--- src/rtl/alu_op_issuer.sv ---
// alu_op_issuer: command FIFO -> registered ALU issue -> latency-tracking pipe -> FWFT result FIFO.
// Optional capture-time check of alu_c against the issued operands: define ALU_OP_ISSUER_SELF_CHECK_EN.
module alu_op_issuer #(
  parameter int DATA_W     = 8,
  parameter int FIFO_DEPTH = 4,
  parameter int ALU_LAT    = 1
) (
  input  logic              clk,
  input  logic              reset,
  input  logic              cmd_valid,
  output logic              cmd_ready,
  input  logic [1:0]        cmd_op,
  input  logic [DATA_W-1:0] cmd_a,
  input  logic [DATA_W-1:0] cmd_b,
  output logic [1:0]        alu_opcode,
  output logic [DATA_W-1:0] alu_a,
  output logic [DATA_W-1:0] alu_b,
  input  logic [DATA_W-1:0] alu_c,
  input  logic              flush,
  output logic              rsp_valid,
  input  logic              rsp_ready,
  output logic [1:0]        rsp_op,
  output logic [DATA_W-1:0] rsp_data,
  output logic              busy,
  output logic              chk_err
);

  localparam int AW = $clog2(FIFO_DEPTH);
  // Stage 0 mirrors the alu_* registers; stages 1..ALU_LAT follow the ALU's own latency.
  localparam int PIPE_D = ALU_LAT + 1;
  localparam int CNT_W  = $clog2(FIFO_DEPTH + PIPE_D + 1);
  localparam logic [AW:0]      DEPTH_CNT  = (AW+1)'(FIFO_DEPTH);
  localparam logic [CNT_W-1:0] DEPTH_CRED = CNT_W'(FIFO_DEPTH);

  typedef enum logic [1:0] {
    IDLE  = 2'd0,
    RUN   = 2'd1,
    FLUSH = 2'd2
  } state_t;

  state_t state_reg, state_next;

  // ---------------- command FIFO ----------------
  logic [1:0]        cmd_op_mem [FIFO_DEPTH];
  logic [DATA_W-1:0] cmd_a_mem  [FIFO_DEPTH];
  logic [DATA_W-1:0] cmd_b_mem  [FIFO_DEPTH];
  logic [AW-1:0]     cmd_wr_reg, cmd_rd_reg;
  logic [AW:0]       cmd_count_reg;

  logic cmd_empty, cmd_full, accept, issue, credit_ok, pipe_empty, capture, rsp_pop;
  logic [1:0]        issue_op;
  logic [DATA_W-1:0] issue_a, issue_b;
  logic [CNT_W-1:0]  inflight;

  assign cmd_empty = (cmd_count_reg == '0);
  assign cmd_full  = (cmd_count_reg == DEPTH_CNT);
  assign cmd_ready = !cmd_full && (state_reg != FLUSH);
  // A flush in the same cycle drops the offered command even if cmd_ready was high.
  assign accept    = cmd_valid && cmd_ready && !flush;

  assign issue_op = cmd_op_mem[cmd_rd_reg];
  assign issue_a  = cmd_a_mem[cmd_rd_reg];
  assign issue_b  = cmd_b_mem[cmd_rd_reg];

  always_ff @(posedge clk) begin
    if (accept) begin
      cmd_op_mem[cmd_wr_reg] <= cmd_op;
      cmd_a_mem[cmd_wr_reg]  <= cmd_a;
      cmd_b_mem[cmd_wr_reg]  <= cmd_b;
    end
  end

  always_ff @(posedge clk or negedge reset) begin
    if (!reset) begin
      cmd_wr_reg    <= '0;
      cmd_rd_reg    <= '0;
      cmd_count_reg <= '0;
    end else if (flush) begin
      cmd_wr_reg    <= '0;
      cmd_rd_reg    <= '0;
      cmd_count_reg <= '0;
    end else begin
      if (accept) cmd_wr_reg <= cmd_wr_reg + AW'(1);
      if (issue)  cmd_rd_reg <= cmd_rd_reg + AW'(1);
      case ({accept, issue})
        2'b10:   cmd_count_reg <= cmd_count_reg + (AW+1)'(1);
        2'b01:   cmd_count_reg <= cmd_count_reg - (AW+1)'(1);
        default: cmd_count_reg <= cmd_count_reg;
      endcase
    end
  end

  // ---------------- issue ----------------
  logic [AW:0] rsp_count_reg;

  // Every issued op owns a result slot from issue until it is read out.
  assign credit_ok = ((CNT_W'(rsp_count_reg) + inflight) < DEPTH_CRED);
  assign issue     = (state_reg == RUN) && !flush && !cmd_empty && credit_ok;

  always_ff @(posedge clk or negedge reset) begin
    if (!reset) begin
      alu_opcode <= '0;
      alu_a      <= '0;
      alu_b      <= '0;
    end else if (issue) begin
      alu_opcode <= issue_op;
      alu_a      <= issue_a;
      alu_b      <= issue_b;
    end
  end

  // ---------------- latency pipe ----------------
  logic       pipe_valid_reg [PIPE_D];
  logic [1:0] pipe_op_reg    [PIPE_D];

  generate
    for (genvar gi = 0; gi < PIPE_D; gi++) begin : g_pipe
      if (gi == 0) begin : g_head
        always_ff @(posedge clk or negedge reset) begin
          if (!reset) begin
            pipe_valid_reg[gi] <= 1'b0;
            pipe_op_reg[gi]    <= '0;
          end else begin
            pipe_valid_reg[gi] <= issue;
            if (issue) pipe_op_reg[gi] <= issue_op;
          end
        end
      end else begin : g_tail
        always_ff @(posedge clk or negedge reset) begin
          if (!reset) begin
            pipe_valid_reg[gi] <= 1'b0;
            pipe_op_reg[gi]    <= '0;
          end else begin
            pipe_valid_reg[gi] <= pipe_valid_reg[gi-1];
            pipe_op_reg[gi]    <= pipe_op_reg[gi-1];
          end
        end
      end
    end
  endgenerate

  always_comb begin
    inflight = '0;
    for (int i = 0; i < PIPE_D; i++) begin
      inflight = inflight + CNT_W'(pipe_valid_reg[i]);
    end
  end

  assign pipe_empty = (inflight == '0);
  assign capture    = pipe_valid_reg[PIPE_D-1];

  // ---------------- result FIFO (first-word fall-through) ----------------
  logic [1:0]        rsp_op_mem   [FIFO_DEPTH];
  logic [DATA_W-1:0] rsp_data_mem [FIFO_DEPTH];
  logic [AW-1:0]     rsp_wr_reg, rsp_rd_reg;

  assign rsp_valid = (rsp_count_reg != '0);
  assign rsp_pop   = rsp_valid && rsp_ready;
  assign rsp_op    = rsp_valid ? rsp_op_mem[rsp_rd_reg]   : '0;
  assign rsp_data  = rsp_valid ? rsp_data_mem[rsp_rd_reg] : '0;

  always_ff @(posedge clk) begin
    if (capture) begin
      rsp_op_mem[rsp_wr_reg]   <= pipe_op_reg[PIPE_D-1];
      rsp_data_mem[rsp_wr_reg] <= alu_c;
    end
  end

  always_ff @(posedge clk or negedge reset) begin
    if (!reset) begin
      rsp_wr_reg    <= '0;
      rsp_rd_reg    <= '0;
      rsp_count_reg <= '0;
    end else begin
      if (capture) rsp_wr_reg <= rsp_wr_reg + AW'(1);
      if (rsp_pop) rsp_rd_reg <= rsp_rd_reg + AW'(1);
      case ({capture, rsp_pop})
        2'b10:   rsp_count_reg <= rsp_count_reg + (AW+1)'(1);
        2'b01:   rsp_count_reg <= rsp_count_reg - (AW+1)'(1);
        default: rsp_count_reg <= rsp_count_reg;
      endcase
    end
  end

  // ---------------- control FSM ----------------
  always_ff @(posedge clk or negedge reset) begin
    if (!reset) state_reg <= IDLE;
    else        state_reg <= state_next;
  end

  always_comb begin
    state_next = state_reg;
    case (state_reg)
      IDLE:    if (!cmd_empty || accept) state_next = RUN;
      RUN:     if (cmd_empty && pipe_empty && !accept) state_next = IDLE;
      FLUSH:   if (pipe_empty) state_next = IDLE;
      default: state_next = IDLE;
    endcase
    if (flush) state_next = FLUSH;
  end

  assign busy = (state_reg != IDLE);

  // ---------------- optional result self-check ----------------
`ifdef ALU_OP_ISSUER_SELF_CHECK_EN
  logic [DATA_W-1:0] pipe_a_reg [PIPE_D];
  logic [DATA_W-1:0] pipe_b_reg [PIPE_D];
  logic [DATA_W-1:0] chk_exp;
  logic              chk_bad, chk_err_reg;

  generate
    for (genvar gi = 0; gi < PIPE_D; gi++) begin : g_chk_pipe
      if (gi == 0) begin : g_head
        always_ff @(posedge clk or negedge reset) begin
          if (!reset) begin
            pipe_a_reg[gi] <= '0;
            pipe_b_reg[gi] <= '0;
          end else if (issue) begin
            pipe_a_reg[gi] <= issue_a;
            pipe_b_reg[gi] <= issue_b;
          end
        end
      end else begin : g_tail
        always_ff @(posedge clk or negedge reset) begin
          if (!reset) begin
            pipe_a_reg[gi] <= '0;
            pipe_b_reg[gi] <= '0;
          end else begin
            pipe_a_reg[gi] <= pipe_a_reg[gi-1];
            pipe_b_reg[gi] <= pipe_b_reg[gi-1];
          end
        end
      end
    end
  endgenerate

  always_comb begin
    chk_exp = '0;
    case (pipe_op_reg[PIPE_D-1])
      2'd0:    chk_exp = pipe_a_reg[PIPE_D-1] + pipe_b_reg[PIPE_D-1];
      2'd1:    chk_exp = pipe_a_reg[PIPE_D-1] - pipe_b_reg[PIPE_D-1];
      2'd2:    chk_exp = ~pipe_a_reg[PIPE_D-1];
      default: chk_exp = {{(DATA_W-1){1'b0}}, |pipe_b_reg[PIPE_D-1]};
    endcase
  end

  assign chk_bad = capture && (alu_c != chk_exp);

  always_ff @(posedge clk or negedge reset) begin
    if (!reset) chk_err_reg <= 1'b0;
    else if (chk_bad) chk_err_reg <= 1'b1;
  end

  assign chk_err = chk_err_reg;

`ifndef SYNTHESIS
  always_ff @(posedge clk) begin
    if (reset && chk_bad)
      $error("alu_op_issuer: ALU result wrong op=%0d a=%0h b=%0h c=%0h", pipe_op_reg[PIPE_D-1],
             pipe_a_reg[PIPE_D-1], pipe_b_reg[PIPE_D-1], alu_c);
  end
`endif
`else
  assign chk_err = 1'b0;
`endif

endmodule

--- config.mk ---
export PLATFORM = sky130hd
export DESIGN_NAME = alu_op_issuer
export DESIGN_NICKNAME = d
export VERILOG_FILES = /design/src/rtl/alu_op_issuer.sv
export SDC_FILE = /design/constraint.sdc
export NUM_CORES = 1
export LEC_CHECK = 0
export BUFFER_PORTS_ARGS = -buffer_cell sky130_fd_sc_hd__buf_2
export CAP_MARGIN = 20
export CORE_MARGIN = 2
export CORE_UTILIZATION = 55
export DETAILED_ROUTE_END_ITERATION = 6
export PLACE_DENSITY = 0.74
export SYNTH_ARGS = -nofsm -noshare
export SYNTH_HDL_FRONTEND = slang
export SYNTH_SLANG_ARGS = --single-unit
--- constraint.sdc ---
create_clock -name clk -period 4.5 [get_ports clk]
set_clock_uncertainty 0.2 [all_clocks]
set_input_delay 0.225 -clock clk [delete_from_list [all_inputs] [get_ports clk]]
set_output_delay 0.225 -clock clk [all_outputs]
set_load 0.05 [all_outputs]
==> qor.yml <==
clkSinkCount: 150
syn_avg_cell_area_um2: 19.3
hold_viol_final: 0
power-per-cell-area_nw_per_um2: 520
grt_pass1_wl_um: 16500
slowest_delay_ns: 0.55
cts_tree: "done"
setup_viol: 0
layout-drive-gt1-share_pct: 34.9
final_cell_mix: "edfxtp_1, buf_2, dfrtp_1, dlygate4sd3_1, mux4_2"
rrSetupSlack_ns: 1.27
yosysWarnings: 0
ys.flop_type: "edfxtp_1"
grt_pass1_vias: 3284
synth_mux_area_share_pct: 14.2
postCtsSetupBuffers: 0
pwr-share-seq_pct: 44.4
cp_common_cell: "ha_1"
synth_nets: 352
dieArea_um2: 11600
firstDrtPassIters: 4
crit_chain: "ha_1, ha_1, a31oi_1, xnor2_1, nor3_1, fa_1, or4_4, and3_1, o21ba_1"
yosys.area_share.simple_pct: 4.73
drc: 0
crit_family: "adder cells"
relSlewSlack_pct: 28.5
path_max_fanout: 9
die_x_um: 108
seq_area_um2: 4310
io_buffers: 61
drt_iter0_drc: 94
syn_area_um2: 5930
overflow: 0
rsz0062_at_grt: "no"
place_inst: 492
required_ns: 4.69
maxCapViolations: 0
hold_ws_ns: 0.163
cts_max_path_buffers: 2
route.vias.total: 2989
crit_buf_inv: 0
tightest_slew_ns: 1.07
cts_inserted_buffers: 17
finalCritPeriodShare_pct: 71.9
synth_top_family_by_area: "multiplexers"
swShare_pct: 31.1
ir_drop_mv: 0.337
path_class: "reg2reg"
worstPathArrival_ns: 3.43
yosysSeqAreaShare_pct: 72.8
slew_viol_final: 0
grt_antenna_before_repair: 0
area_delta_synth_final_pct: 21.6
grt.total_usage_pct: 19.4
start_util_pct: 56.9
synth-xor-area-share_pct: 1.86
diodes: 0
start_kind: "register"
synth_compound_area_share_pct: 1.31
synth_seq_cells: 150
avgViaCountPerCell: 5.40
p_switching_w: 0.00116
fmax_mhz: 309
clockPowerShare_pct: 35.1
r2r_start: "capture"
synth_edf_count: 112
period_minus_slack_ns: 3.23
async_flop_share_pct: 25.3
leakage_nw: 2.77
num-fill-cells: 688
cts_max_level: 4
clk_pin_slew_worst_paths_ns: 0.07
worstSetupEndpointType: "register"
num_rows: 37
fin_util_pct: 69.2
synth_adder_area_share_pct: 3.21
cp_slowest_cell: "or4_4"
final_nets: 450
layout_commonest_cell: "edfxtp_1"
fp.coreArea_um2: 10400
netlist-cell-type-count: 39
ant_nets: 0
power_frac_comb_pct: 20.5
clkLatencyLatePin_ns: 0.51
wl_per_cell_um: 18.3
cts_resized: 0
status: "complete, no violations"
fin_tns_setup_ns: 0
root_buffer: "clkbuf_8"
worstHoldPathType: "in2async"
totalWireLength_um: 10100
top_regs: "cmd_a_mem (32), cmd_b_mem (32), rsp_data_mem (32)"
io_pins: 63
grt_max_degree: 39
multiInputGateArea_um2: 1510
gp_congestion: 0.747
startpoint: "capture"
place_hpwl_um: 6130
die_y_um: 108
final_cells: 554
netlist_instances: 307
intPower_w: 0.00258
[synthesized netlist by cell type (2+ instances only)]
| cell type | number | area, µm² |
|---|---|---|
| edfxtp_1 | 112 | 3360 |
| buf_4 | 3 | 22.5 |
| xor2_1 | 4 | 35.0 |
| buf_2 | 3 | 15.0 |
| ha_1 | 12 | 150 |
| a21oi_1 | 3 | 15.0 |
| nor3_1 | 2 | 10.0 |
| inv_1 | 11 | 41.3 |
| nand2_1 | 7 | 26.3 |
| nor3b_1 | 3 | 22.5 |
| mux2_2 | 18 | 203 |
| xnor2_1 | 6 | 52.6 |
| mux4_2 | 28 | 631 |
| buf_1 | 2 | 7.51 |
| o21ai_0 | 2 | 10.0 |
| nor2_1 | 7 | 26.3 |
| clkbuf_1 | 6 | 22.5 |
| fa_1 | 2 | 40.0 |
| and2_1 | 19 | 119 |
| dfrtp_1 | 38 | 951 |
[through the flow]
step	power, W	setup WS [ns]	area (µm²)
after floorplan	0.00228	1.48	5930
after global placement	0.00244	1.36	6350
after detailed placement	0.00245	1.30	6350
after CTS	0.00378	1.27	7210
after global routing	0.00390	1.10	7210
final	0.00375	1.27	7210
[kinds of logic (layout without fill, tap and decap cells)]
logic type               Yosys count  after routing
multiplexers                      47             47
AO/OA/AOI/OAI                     11             11
adder cells (fa/ha/maj)           14             14
buffers and inverters             25            136
flip-flops                       150            150
other                              1              1
AND/OR/NAND/NOR                   48             48
XOR/XNOR                          11             11
[worst paths after layout]
| kind | to | cells past startpoint |
|---|---|---|
| max | cmd_count_reg[2] | 9 |
| min | alu_a[4] | 2 |
| max reg2reg | cmd_count_reg[2] | 9 |
| min reg2reg | pipe_op_reg[0] | 0 |
| max in group asynchronous | state_reg[0] | 2 |
| min in group clk | pipe_op_reg[0] | 0 |
[power by group through the flow]
stage	clock network, W	logic (W)	registers (W)
after CTS	0.00133	0.000777	0.00167
final	0.00131	0.000769	0.00166
after detailed placement	0	0.000753	0.00170
after global placement	0	0.000745	0.00169
after global routing	0.00139	0.000830	0.00168
after floorplan	0	0.000551	0.00173
[per-layer routing]
metal	routed length, µm	track usage (%)	vias up
met2	5250	32.6	85
met5	0	0	-
met4	205	7.42	0
met1	4230	24.1	1514
met3	436	5.45	16
li1	-	-	1374
[what timing repair did]
item / CTS / global route
setup endpoints to repair: 0 / 0
hold endpoints to repair: 152 / 0
hold buffers: 30 / 0
[cell type report]
cell class | instances | area share (%)
inverters | 11 | 0.573
well taps | 136 | 2.36
clock inverters | 15 | 2.00
repair buffers | 93 | 8.61
multi-input cells | 132 | 20.9
flip-flops and latches | 150 | 59.8
clock buffers | 17 | 5.74
No activity file was read; power rests on OpenSTA's default activity.
